## src/rtl/ti994a_key_scheduler_pkg.sv

```systemverilog
// Shared types for the TI-99/4A key event scheduler.
package ti994a_key_scheduler_pkg;

    // One key event: {pressed, scan code}.
    localparam int unsigned KEY_EV_W = 9;

    typedef struct packed {
        logic       pressed;
        logic [7:0] code;
    } key_ev_t;

    typedef enum logic [1:0] {
        StIdle  = 2'd0,
        StIssue = 2'd1,
        StHold  = 2'd2
    } ks_state_e;

endpackage

```

## src/rtl/ti994a_key_scheduler_fifo.sv

```systemverilog
// Synchronous FIFO for live key events with registered full/empty flags.
module ti994a_key_scheduler_fifo
    import ti994a_key_scheduler_pkg::*;
#(
    parameter int unsigned WIDTH = KEY_EV_W,
    parameter int unsigned DEPTH = 8
) (
    input  logic             clk_sys,
    input  logic             reset_n,
    input  logic             clear,
    input  logic             push,
    input  logic [WIDTH-1:0] wdata,
    input  logic             pop,
    output logic [WIDTH-1:0] rdata,
    output logic             full,
    output logic             empty
);
    localparam int unsigned AW = $clog2(DEPTH);

    logic [WIDTH-1:0] mem [DEPTH];
    logic [AW-1:0]    wr_ptr;
    logic [AW-1:0]    rd_ptr;
    logic [AW:0]      count;
    logic [AW:0]      count_next;
    logic             do_push;
    logic             do_pop;

    // A pop frees a slot in the same cycle, so a full FIFO still accepts a push then.
    assign do_pop  = pop && !empty && !clear;
    assign do_push = push && !clear && (!full || do_pop);
    assign rdata   = mem[rd_ptr];

    // Occupancy after this cycle's push/pop.
    always_comb begin
        count_next = count;
        if (do_push && !do_pop) begin
            count_next = count + (AW+1)'(1);
        end else if (!do_push && do_pop) begin
            count_next = count - (AW+1)'(1);
        end
    end

    // Storage array; no reset needed, contents are qualified by the flags.
    always_ff @(posedge clk_sys) begin
        if (do_push) begin
            mem[wr_ptr] <= wdata;
        end
    end

    // Pointers, count and registered flags.
    always_ff @(posedge clk_sys or negedge reset_n) begin
        if (!reset_n) begin
            wr_ptr <= '0;
            rd_ptr <= '0;
            count  <= '0;
            full   <= 1'b0;
            empty  <= 1'b1;
        end else if (clear) begin
            wr_ptr <= '0;
            rd_ptr <= '0;
            count  <= '0;
            full   <= 1'b0;
            empty  <= 1'b1;
        end else begin
            if (do_push) begin
                wr_ptr <= wr_ptr + AW'(1);
            end
            if (do_pop) begin
                rd_ptr <= rd_ptr + AW'(1);
            end
            count <= count_next;
            full  <= (count_next == (AW+1)'(DEPTH));
            empty <= (count_next == '0);
        end
    end

endmodule

```

## src/rtl/ti994a_key_scheduler.sv

```systemverilog
// Arbitrates live PS/2 and autotype key events into the keyboard matrix block,
// spacing issued events by a hold period so the console scan sees every state.
module ti994a_key_scheduler
    import ti994a_key_scheduler_pkg::*;
#(
    parameter int unsigned FIFO_DEPTH  = 8,
    parameter int unsigned HOLD_CYCLES = 100000,
    parameter int unsigned HOLD_W      = 17
) (
    input  logic       clk_sys,
    input  logic       reset_n,
    input  logic       ps2_strobe,
    input  logic       ps2_pressed,
    input  logic [7:0] ps2_code,
    input  logic       at_valid,
    input  logic       at_pressed,
    input  logic [7:0] at_code,
    output logic       at_ready,
    input  logic       flush,
    output logic       key_strobe,
    output logic       key_pressed,
    output logic [7:0] key_code,
    output logic       busy,
    output logic       ovf,
    input  logic       ovf_clr
);
    ks_state_e             state;
    logic [HOLD_W-1:0]     hold_cnt;
    logic [KEY_EV_W-1:0]   head_raw;
    key_ev_t               head_ev;
    key_ev_t               ps2_ev;
    logic                  fifo_full;
    logic                  fifo_empty;
    logic                  pop;
    logic                  drop;

    assign ps2_ev  = '{pressed: ps2_pressed, code: ps2_code};
    assign head_ev = key_ev_t'(head_raw);

    // Live events win: autotype is only offered when idle with nothing queued.
    assign pop        = (state == StIdle) && !fifo_empty && !flush;
    assign at_ready   = reset_n && (state == StIdle) && fifo_empty && !flush;
    assign key_strobe = (state == StIssue) && !flush;
    assign drop       = ps2_strobe && !flush && fifo_full && !pop;

    ti994a_key_scheduler_fifo #(
        .WIDTH (KEY_EV_W),
        .DEPTH (FIFO_DEPTH)
    ) u_fifo (
        .clk_sys (clk_sys),
        .reset_n (reset_n),
        .clear   (flush),
        .push    (ps2_strobe && !flush),
        .wdata   (ps2_ev),
        .pop     (pop),
        .rdata   (head_raw),
        .full    (fifo_full),
        .empty   (fifo_empty)
    );

    // Event sequencer: IDLE -> ISSUE -> HOLD -> IDLE, flush aborts from anywhere.
    always_ff @(posedge clk_sys or negedge reset_n) begin
        if (!reset_n) begin
            state       <= StIdle;
            hold_cnt    <= '0;
            key_pressed <= 1'b0;
            key_code    <= '0;
        end else if (flush) begin
            state    <= StIdle;
            hold_cnt <= '0;
        end else begin
            unique case (state)
                StIdle: begin
                    if (!fifo_empty) begin
                        key_pressed <= head_ev.pressed;
                        key_code    <= head_ev.code;
                        state       <= StIssue;
                    end else if (at_valid) begin
                        key_pressed <= at_pressed;
                        key_code    <= at_code;
                        state       <= StIssue;
                    end
                end
                StIssue: begin
                    hold_cnt <= HOLD_W'(HOLD_CYCLES - 1);
                    state    <= StHold;
                end
                StHold: begin
                    if (hold_cnt == '0) begin
                        state <= StIdle;
                    end else begin
                        hold_cnt <= hold_cnt - HOLD_W'(1);
                    end
                end
                default: state <= StIdle;
            endcase
        end
    end

    // Busy is a registered view of the previous cycle's activity.
    always_ff @(posedge clk_sys or negedge reset_n) begin
        if (!reset_n) begin
            busy <= 1'b0;
        end else begin
            busy <= (state != StIdle) || !fifo_empty;
        end
    end

    // Sticky overflow flag; a drop in the clear cycle keeps it set.
    always_ff @(posedge clk_sys or negedge reset_n) begin
        if (!reset_n) begin
            ovf <= 1'b0;
        end else if (drop) begin
            ovf <= 1'b1;
        end else if (ovf_clr) begin
            ovf <= 1'b0;
        end
    end

endmodule
```

## config.mk

```make
export PLATFORM = sky130hd
export DESIGN_NAME = ti994a_key_scheduler
export DESIGN_NICKNAME = d
export VERILOG_FILES = /design/src/rtl/ti994a_key_scheduler_pkg.sv /design/src/rtl/ti994a_key_scheduler_fifo.sv /design/src/rtl/ti994a_key_scheduler.sv
export SDC_FILE = /design/constraint.sdc
export NUM_CORES = 1
export LEC_CHECK = 0
export CAP_MARGIN = 20
export CELL_PAD_IN_SITES_DETAIL_PLACEMENT = 0
export CELL_PAD_IN_SITES_GLOBAL_PLACEMENT = 1
export CORE_ASPECT_RATIO = 1.75
export CORE_MARGIN = 8
export CORE_UTILIZATION = 45
export CTS_BUF_LIST = sky130_fd_sc_hd__clkbuf_8
export CTS_CLUSTER_DIAMETER = 50
export DETAILED_ROUTE_END_ITERATION = 10
export GPL_TIMING_DRIVEN = 0
export HOLD_SLACK_MARGIN = 0.06
export PLACE_DENSITY = 0.7
export SYNTH_ARGS = -nofsm -noshare
export SYNTH_HDL_FRONTEND = slang
export SYNTH_SLANG_ARGS = --single-unit
```

## constraint.sdc

```tcl
create_clock -name clk_sys -period 4.3 [get_ports clk_sys]
set_clock_uncertainty 0.2 [all_clocks]
set_input_delay 0.43 -clock clk_sys [delete_from_list [all_inputs] [get_ports clk_sys]]
set_output_delay 0.43 -clock clk_sys [all_outputs]
set_load 0.01 [all_outputs]
```

# ---- After elaboration in Yosys (flattened, before gate mapping)
# Memory sizes are Yosys's and may differ from the RTL's.
# Cells that the tools add are included.
dict set report totals {
  output_inout_bits 13
  regBits 42
  mem_count 1
  ram_bits 72
  word_cells 84
}
dict set report classes {
  n_eq_ne 7
  reduce_logical 34
  muxes 25
  n_bitwise 1
  add_sub_neg 5
}
# name depth word_bits rd rd_clocked_by_memory_dff write_ports line
set memory_table {}
lappend memory_table {u_fifo.mem 8 9 1 0 1 ti994a_key_scheduler_fifo.sv:20} ;# logic [WIDTH-1:0] mem [DEPTH];
# cell n
set ops {}
lappend ops {{17-bit 2-to-1 mux} 2}
lappend ops {{17-bit case mux with 2 select lines} 1}
lappend ops {{17-bit logical NOT} 1}
lappend ops {{17-bit by 1-bit subtractor with 17-bit output, second input constant} 1}
lappend ops {{8-bit 2-to-1 mux} 2}
lappend ops {{1-bit logical AND} 15}
lappend ops {{3-bit 2-to-1 mux} 4}
lappend ops {{4-bit 2-to-1 mux} 3}
lappend ops {{1-bit 2-to-1 mux} 8}
lappend ops {{2-bit 2-to-1 mux} 4}
lappend ops {{2-bit nonzero test} 4}
lappend ops {{3-bit by 1-bit adder with 3-bit output, second input constant} 2}
lappend ops {{1-bit logical NOT} 6}
lappend ops {{3-bit inequality test, second input constant} 2}
lappend ops {{2-bit case mux with 3 select lines} 1}
lappend ops {{4-bit by 1-bit adder with 4-bit output, second input constant} 1}
lappend ops {{4-bit equality test, second input constant} 1}
lappend ops {{4-bit logical NOT} 1}
lappend ops {{4-bit inequality test, second input constant} 1}
lappend ops {{2-bit AND reduction} 2}
lappend ops {{4-bit by 1-bit subtractor with 4-bit output, second input constant} 1}
lappend ops {{3-bit AND reduction} 1}
lappend ops {{3-bit nonzero test} 1}
lappend ops {{2-bit by 1-bit equality test with 1-bit output, second input constant} 1}
lappend ops {{other kinds (5)} 6}

# ---- Logic depth before layout (Yosys ltp)
# Gate-level depths: netlist of run 1.
dict set report logic_depth {
  word_depth 13
  mapped_depth 8
}

# ---- Modules after synthesis
# From an unflattened synthesis of run 1, not the netlist that was laid out.
dict set report hier_totals {
  cells_unflattened 384
  hier_area_um2 5227.5
}
# mod instances seq_area_each_um2 area_per_inst_um2 cells_each
set by_module_without_submodules {}
lappend by_module_without_submodules {ti994a_key_scheduler_fifo 1 2463.6 3408.3 185}
lappend by_module_without_submodules {ti994a_key_scheduler 1 750.7 1819.2 199}

# ---- Worst setup path before layout of run 1
# No wires, ideal clock.
dict set report synth_path {
  path_kind {reg2reg}
  from {reg state[0]}
  to {mem u_fifo.mem[1][0] in the netlist's numbering (enable)}
  arrival_ns 2.042
  path_buffers 1
  synth_period_minus_slack_ns 2.629
  path_stages_with_launch 6
  path_slack_ns 1.671
  path_cell_list {dfrtp_1 -> clkbuf_1 -> or3_1 -> a21oi_1 -> nand2_1 -> nor3_1}
}
dict set report synth_between {
  elab_chain_len 9
}
# element line
set synth_rtl {}
lappend synth_rtl {{from (decl)} ti994a_key_scheduler.sv:27} ;# ks_state_e state;
lappend synth_rtl {{from (signal assigned)} ti994a_key_scheduler.sv:64} ;# state <= StIdle;
lappend synth_rtl {{from (signal assigned)} ti994a_key_scheduler.sv:69} ;# state <= StIdle;
lappend synth_rtl {{from (signal assigned)} ti994a_key_scheduler.sv:77} ;# state <= StIssue;
lappend synth_rtl {{2-bit logical NOT} ti994a_key_scheduler.sv:41} ;# assign pop = (state == StIdle) && !fifo_empty && !flush;
lappend synth_rtl {{1-bit logical AND (2 in a row)} ti994a_key_scheduler.sv:41}
lappend synth_rtl {{1-bit logical AND (2 in a row)} ti994a_key_scheduler_fifo.sv:29} ;# assign do_pop = pop && !empty && !clear;
lappend synth_rtl {{1-bit logical OR} ti994a_key_scheduler_fifo.sv:30} ;# assign do_push = push && !clear && (!full || do_pop);
lappend synth_rtl {{1-bit logical AND} ti994a_key_scheduler_fifo.sv:30}
lappend synth_rtl {{1-bit 2-to-1 mux} ti994a_key_scheduler_fifo.sv:45} ;# if (do_push) begin
lappend synth_rtl {{1-bit 2-to-1 mux (not written as such)} ti994a_key_scheduler_fifo.sv:46} ;# mem[wr_ptr] <= wdata;
lappend synth_rtl {{to (decl)} ti994a_key_scheduler_fifo.sv:20}
# Every way passes these cells.

# ---- Worst setup path after layout of run 1
dict set report layout_path {
  from {in flush}
  to {out key_strobe}
}
dict set report layout_between {
  elab_chain_len 2
}
# element line
set layout_rtl {}
lappend layout_rtl {{from (decl)} ti994a_key_scheduler.sv:19} ;# input logic flush,
lappend layout_rtl {{1-bit logical NOT} ti994a_key_scheduler.sv:43} ;# assign key_strobe = (state == StIssue) && !flush;
lappend layout_rtl {{1-bit logical AND} ti994a_key_scheduler.sv:43}
lappend layout_rtl {{to (decl)} ti994a_key_scheduler.sv:20} ;# output logic key_strobe,
# Every way passes these cells.

==> results of run 1 <==
through the flow:
step / total power [W] / hold slack (ns) / cell area [µm²]
floorplan: 0.00184 / -0.0656 / 4980
global placement: 0.00212 / 0.277 / 5500
detailed placement: 0.00214 / 0.0900 / 5550
CTS: 0.00318 / 0.154 / 5980
global route: 0.00331 / 0.155 / 5990
finish: 0.00315 / 0.169 / 5990
synthesized netlist by cell type, drive strengths merged, types with 3 or more instances:
cell type	count
nand2	36
nor4	4
buf	6
mux2i	10
or2	3
or3	7
dfrtp	41
xnor2	5
xor2	9
edfxtp	72
ha	6
mux4	18
or4	3
nor2	31
a22o	4
o21ai	23
inv	9
nand3	5
a21oi	11
nor3	11
clkbuf	9
o2111ai	3
and2	4
nand2b	7
worst max-delay path, stage by stage:
cell,delay [ns]
clkdlybuf4s50_1,0.60
clkbuf_1,0.50
buf_1,0.52
nor2_1,0.12
clkdlybuf4s50_1,0.50
registers in the layout, summed over array words and instances, names as in the netlist:
| register | flops |
|---|---|
| busy | 1 |
| hold_cnt | 17 |
| key_code | 8 |
| key_pressed | 1 |
| ovf | 1 |
| state | 2 |
| u_fifo.count | 4 |
| u_fifo.empty | 1 |
| u_fifo.full | 1 |
| u_fifo.mem | 72 |
| u_fifo.rd_ptr | 3 |
| u_fifo.wr_ptr | 3 |
cell families (layout without fill, tap and decap cells):
kind of cell             after synthesis  count (layout)
AND/OR/NAND/NOR                      118             118
buffers and inverters                 24              97
flip-flops                           114             114
adder cells (fa/ha/maj)                6               6
XOR/XNOR                              14              14
multiplexers                          28              28
AO/OA/AOI/OAI                         59              59
placed cells by master (no fill, tap or decap), types with 6 or more instances in the layout:
cell             instances
mux4_2                  18
clkbuf_8                17
edfxtp_1                72
nand2b_1                 7
mux2i_1                 10
clkdlybuf4s50_1         35
nor3_1                   8
nand2_1                 36
inv_1                    9
clkbuf_1                 9
nor2_1                  31
a21oi_1                 11
xor2_1                   9
o21ai_0                 21
or3_1                    7
dfrtp_1                 41
ha_1                     6
metal layers:
layer / up-vias / global-route usage / wire length [µm] / share of wire
li1: 1489 / - / - / -
met1: 1541 / 0.169 / 4300 / 0.37
met2: 90 / 0.301 / 6330 / 0.55
met3: 29 / 0.0478 / 463 / 0.040
met4: 0 / 0.0884 / 447 / 0.039
met5: - / 0 / 0 / 0
power by group through the flow:
stage                     sequential [W]  clock [W]  combinational (W)
after floorplan                  0.00138          0           0.000460
after global placement           0.00138          0           0.000748
after detailed placement         0.00138          0           0.000762
after CTS                        0.00136    0.00106           0.000766
after global routing             0.00137    0.00110           0.000837
final                            0.00136    0.00104           0.000756
worst min-delay path by stage:
| stage | startpoint | end | cells past startpoint |
|---|---|---|---|
| 4_1_cts | reset_n | u_fifo.count[0]$_DFF_PN0_ | 2 |
| 6_report | reset_n | u_fifo.count[0]$_DFF_PN0_ | 2 |
| 2_1_floorplan | reset_n | busy$_DFF_PN0_ | 0 |
| 3_5_place_dp | reset_n | u_fifo.count[0]$_DFF_PN0_ | 1 |
| 5_1_grt | reset_n | u_fifo.count[0]$_DFF_PN0_ | 2 |
| 3_3_place_gp | key_code[2]$_DFFE_PN0P_ | key_code[2]$_DFFE_PN0P_ | 2 |
cell type report:
cell class / count / area share
Timing Repair Buffer: 41 / 0.0700
Inverter: 9 / 0.00564
Buffer: 15 / 0.0111
Sequential cell: 114 / 0.537
Multi-Input combinational cell: 225 / 0.279
Clock buffer: 17 / 0.0391
Clock inverter: 15 / 0.0303
Tap cell: 132 / 0.0276
==> impl_results.md, run 1 <==
* Fin crit share at 0.770
* Core box area at between 10,000 and 15,000 µm²
* Maximum clock insertion buffer count at 2
* Vias/cell at roughly 5.5
* Final Hold Viols at 0
* H-tree depth at 4
* Syn nets at roughly 390
* Max rail drop VDD at 0.000341 V
* CTS buffer count at 17
* # rows at 51
* Gate count after technology mapping at 363
* Max_cap viols at 0
* Setup_tns at 0 ns
* Nets at 453
* Iteration-0 DRC Markers at around 170
* Port bufs at 36
* Area of the multi-input gates at 1670 µm²
* Non-filler cells, final at 568
* N_diodes at 0
* WL per Instance at between 20 and 25 µm
* Status: finished clean
* Slew @ Worst Pin at 1.09 ns
* CP Max Fanout at 10
* Via count at 3,149
* RePlAce Congestion at roughly 0.80
* Largest family of logic cells by synthesized area: simple AND/OR/NAND/NOR gates
* Dominant cells by area after synthesis: edfxtp_1 43%, dfrtp_1 21%, mux4_2 8.1%
* Pwr Density at 526 nW/µm²
* Type of the most critical hold path: input pin to asynchronous set/reset pin
* Area share of the largest cell type after synthesis at 0.434
* Net Sw Frac at 0.303
* DRT Wirelength at about 12,000 µm
* Synthesized cell area at between 4000 and 5000 µm²
* CP Data Required Time at 3.67 ns
* Tmin final at between 3 and 4 ns
* Post-Synth XOR/XNOR Area at 0.0246
* Pre-Repair DR Iteration Count at 4
* Sequential cell area at 3210 µm²
* Layout area overhead at 20.3%
* Asr flop ratio synth at 0.368
* Post-synth EDFFs at 72
* Worst-path clk slew at 0.08 ns
* Reg-to-Reg End: u_fifo.mem[3][8]$_DFFE_PP_
* Register area share after synthesis at 0.646
* Clk pwr share at 0.329
* Endpoint class of the critical path: output pin
* Pre-CTS setup slack at 0.973 ns
* Cts repair resizes at 0
* CP Capture Point: key_strobe
* Reg2reg path depth at 5
* Final Util at 0.545
* Inst Count DP at 534
* Sequential share of power at 0.431
* Mean post-synth cell area at 13.7 µm²
* Fill cells at 950
* Logic pwr share at 0.240
* CTS tree: done
* Crit path DAT at 2.68 ns
* Synth unique cells at 54
* Final setup margin at 0.990 ns
* Layout cells sized above 1 at 0.156
* Hpwl dp at approximately 8100 µm
* Post-route DRC at 0
* FF-to-FF Start: state[0]$_DFFE_PN0P_
* Die X at 95.5 µm
* Cts hold-fix bufs at 1
* Clock Latency Late Sink at 0.43 ns
* Total track usage at 0.168
* CP Launch Type: input pin
* GRT overflow at 0
* Yosys top cell by area: edfxtp_1
* Vias in the first global route at around 3,400
* Post-synthesis simple-gate area fraction at 0.116
* Die area at between 10,000 and 15,000 µm²
* Worst slew margin at 0.271
* # IOs at 37
* Largest net degree at the start of global routing at 38
* Setup violations, final at 0
* R2R Setup Slk at 1.24 ns
* Switch Pwr at 0.000955 W
* Multiplexer share of the synthesized area at 0.102
* Initial antenna violation count at 0
* Crit path launch: flush
* Adder-cell area share of the yosys netlist at 0.0151
* CTS root buf: clkbuf_8
* Yosys warns at 0
* Number of synthesized register bits at 114
* Leak at 2.18 nW
* Synth Flop Type: edfxtp_1
* Die height at between 150 and 200 µm
* Maximum clock rate at 302 MHz
* Clock sinks at between 100 and 150
* Initial cell density of the core at 0.453
* RSZ-0062 raised after global routing: false
* Post-CTS setup buffers at 0
* Worst setup path class: input pin to output pin
* Final Slew Violations at 0
* DRT antenna net count at 0
* First-pass GRT wire length at 17,900 µm
* Pint at 0.00219 W
* Complex-gate fraction of the synthesized area at 0.0769
Note: power is estimated with default switching activity, not from simulation.
==> run 2, diff against run 1 <==
--- a/config.mk
+++ b/config.mk
@@ -16,7 +16,7 @@
 export DETAILED_ROUTE_END_ITERATION = 10
 export GPL_TIMING_DRIVEN = 0
 export HOLD_SLACK_MARGIN = 0.06
-export PLACE_DENSITY = 0.7
+export PLACE_DENSITY = 0.73
 export SYNTH_ARGS = -nofsm -noshare
 export SYNTH_HDL_FRONTEND = slang
 export SYNTH_SLANG_ARGS = --single-unit
==> constraint.sdc (replaced) <==
create_clock -name clk_sys -period 2.85 [get_ports clk_sys]
set_clock_uncertainty 0.2 [all_clocks]
set_input_delay 0.285 -clock clk_sys [delete_from_list [all_inputs] [get_ports clk_sys]]
set_output_delay 0.285 -clock clk_sys [all_outputs]
set_load 0.01 [all_outputs]
==> run 2 against run 1 <==
Net effect: the run now ends with negative setup slack left; sequential cell count unchanged; total power grew 49%; hold slack got worse by 0.071 ns; cell count fell by 0.18%; register-to-register slack got worse by 1.3 ns; setup slack worse by 1.0 ns; non-clock buffer count is 1 lower; die area unchanged; sequential power up 50%; global-route usage down 0.59 points.
==> impl_results.md, run 2 (synthesized netlist as in run 1, its figures left out) <==
* Status: finished with violations
* Failing checks: negative setup slack
* Layout cells sized above 1 at 0.175
* Fin crit share at 1.01
* CTS buffer count at 17
* N_diodes at 0
* RePlAce Congestion at 0.831
* # rows at 51
* Total track usage at 0.162
* Post-route DRC at 0
* Tmin final at 2.87 ns
* DRT Wirelength at approximately 11,000 µm
* WL per Instance at between 15 and 20 µm
* Vias/cell at 5.52
* Final setup margin at -0.0163 ns
* Clock sinks at roughly 110
* Die X at 95.5 µm
* Via count at 3,129
* Max FFs per register at 72
* Crit path DAT at 2.72 ns
* CP Max Fanout at 10
* Initial cell density of the core at 0.453
* Type of the most critical hold path: input pin to asynchronous set/reset pin
* Maximum clock rate at ~350 MHz
* Setup_tns at -0.107 ns
* Worst setup path class: flop to flop
* CTS tree: done
* Worst slew margin at 0.431
* Final Slew Violations at 0
* First-pass GRT wire length at 17,700 µm
* Max_cap viols at 0
* Core box area at 11,000 µm²
* Top reg by flops: u_fifo.mem
* Largest net degree at the start of global routing at 30
* Initial antenna violation count at 0
* GRT overflow at 0
* Most common cell after layout, fill and taps aside: edfxtp_1
* Nets at 452
* Hpwl dp at 7800 µm
* Layout area overhead at 20.9%
* Final Util at 0.548
* Max rail drop VDD at 0.000494 V
* # IOs at 37
* CTS root buf: clkbuf_8
* Non-filler cells, final at 567
* Worst-path clk slew at 0.09 ns
* RSZ-0062 raised after global routing: true
* Clock Latency Late Sink at 0.43 ns
* Leak at about 2.2 nW
* Final Hold Viols at 0
* Commonest cells after routing, fill and taps aside: 72 x edfxtp_1, 41 x dfrtp_1, 36 x nand2_1
* Iteration-0 DRC Markers at 130
* CP Data Required Time at 2.71 ns
* H-tree depth at 4
* Die height at 155 µm
* Vias in the first global route at between 3,000 and 4,000
* Die area at 14,800 µm²
* Setup violations, final at 14
* Pre-Repair DR Iteration Count at 4
* CP Launch Type: flop
* Inst Count DP at about 530
* Top flop regs: u_fifo.mem x72, hold_cnt x17, key_code x8
* DRT antenna net count at 0
* Maximum clock insertion buffer count at 2
* Endpoint class of the critical path: flop
* Slew @ Worst Pin at roughly 0.85 ns
* Pwr Density at 779 nW/µm²
* Fill cells at 928
* Worst hold slack at 0.0976 ns
* Port bufs at 36
==> run 2: path summary, 6_finish.rpt <==
path                                    startpoint                    endpoint  slack [ns]  cells after the start
min reg2reg                key_pressed$_DFFE_PN0P_     key_pressed$_DFFE_PN0P_        0.29                      2
min in group clk_sys                       ovf_clr             ovf$_DFFE_PN0P_        0.24                      2
max reg2reg                   state[0]$_DFFE_PN0P_  u_fifo.mem[5][1]$_DFFE_PP_       -0.02                      5
max in group asynchronous                  reset_n     key_code[6]$_DFFE_PN0P_        1.86                      3
max                           state[0]$_DFFE_PN0P_  u_fifo.mem[5][1]$_DFFE_PP_       -0.02                      5
min                                        reset_n   u_fifo.count[0]$_DFF_PN0_         0.1                      2
==> run 2: critical path: stages (launching register included) <==
cell	delay (ns)
dfrtp_1	0.40
clkbuf_1	0.23
or3_1	0.46
a21oi_1	0.34
nand2_1	0.28
nor2_2	0.58
==> run 2: metrics by stage <==
stage               instance area [µm²]  total power (W)  worst slack, ns
floorplan                          4980          0.00277            0.221
global placement                   5500          0.00319           -0.757
detailed placement                 5530          0.00322           -0.250
CTS                                5950          0.00472           -0.161
global route                       6020          0.00494           -0.190
finish                             6020          0.00469          -0.0163
==> run 2: repair_timing <==
item,4_1_cts,5_1_grt
gates cloned,0,0
setup endpoints to repair,73,64
pin swaps,0,1
hold endpoints to repair,42,0
resized for setup,7,8
hold buffers,1,0
setup buffers,0,2
==> run 2: power breakdown <==
part	internal (W)	switching (W)
Clock	0.000730	0.000763
Combinational	0.000523	0.000626
Sequential	0.00192	0.000128
==> run 2: layer usage <==
metal  GRT usage  part of all wire
met3      0.0434             0.040
met5           0                 0
met1       0.173              0.39
met4      0.0921             0.038
met2       0.279              0.53
==> run 2: final cells by class <==
cell class	instances	area, µm²	share of cell area
Buffer	15	68.8	0.0114
Clock buffer	17	234	0.0389
Clock inverter	15	158	0.0262
Inverter	9	33.8	0.00561
Multi-Input combinational cell	225	1720	0.286
Sequential cell	114	3210	0.534
Tap cell	132	165	0.0274
Timing Repair Buffer	40	425	0.0707
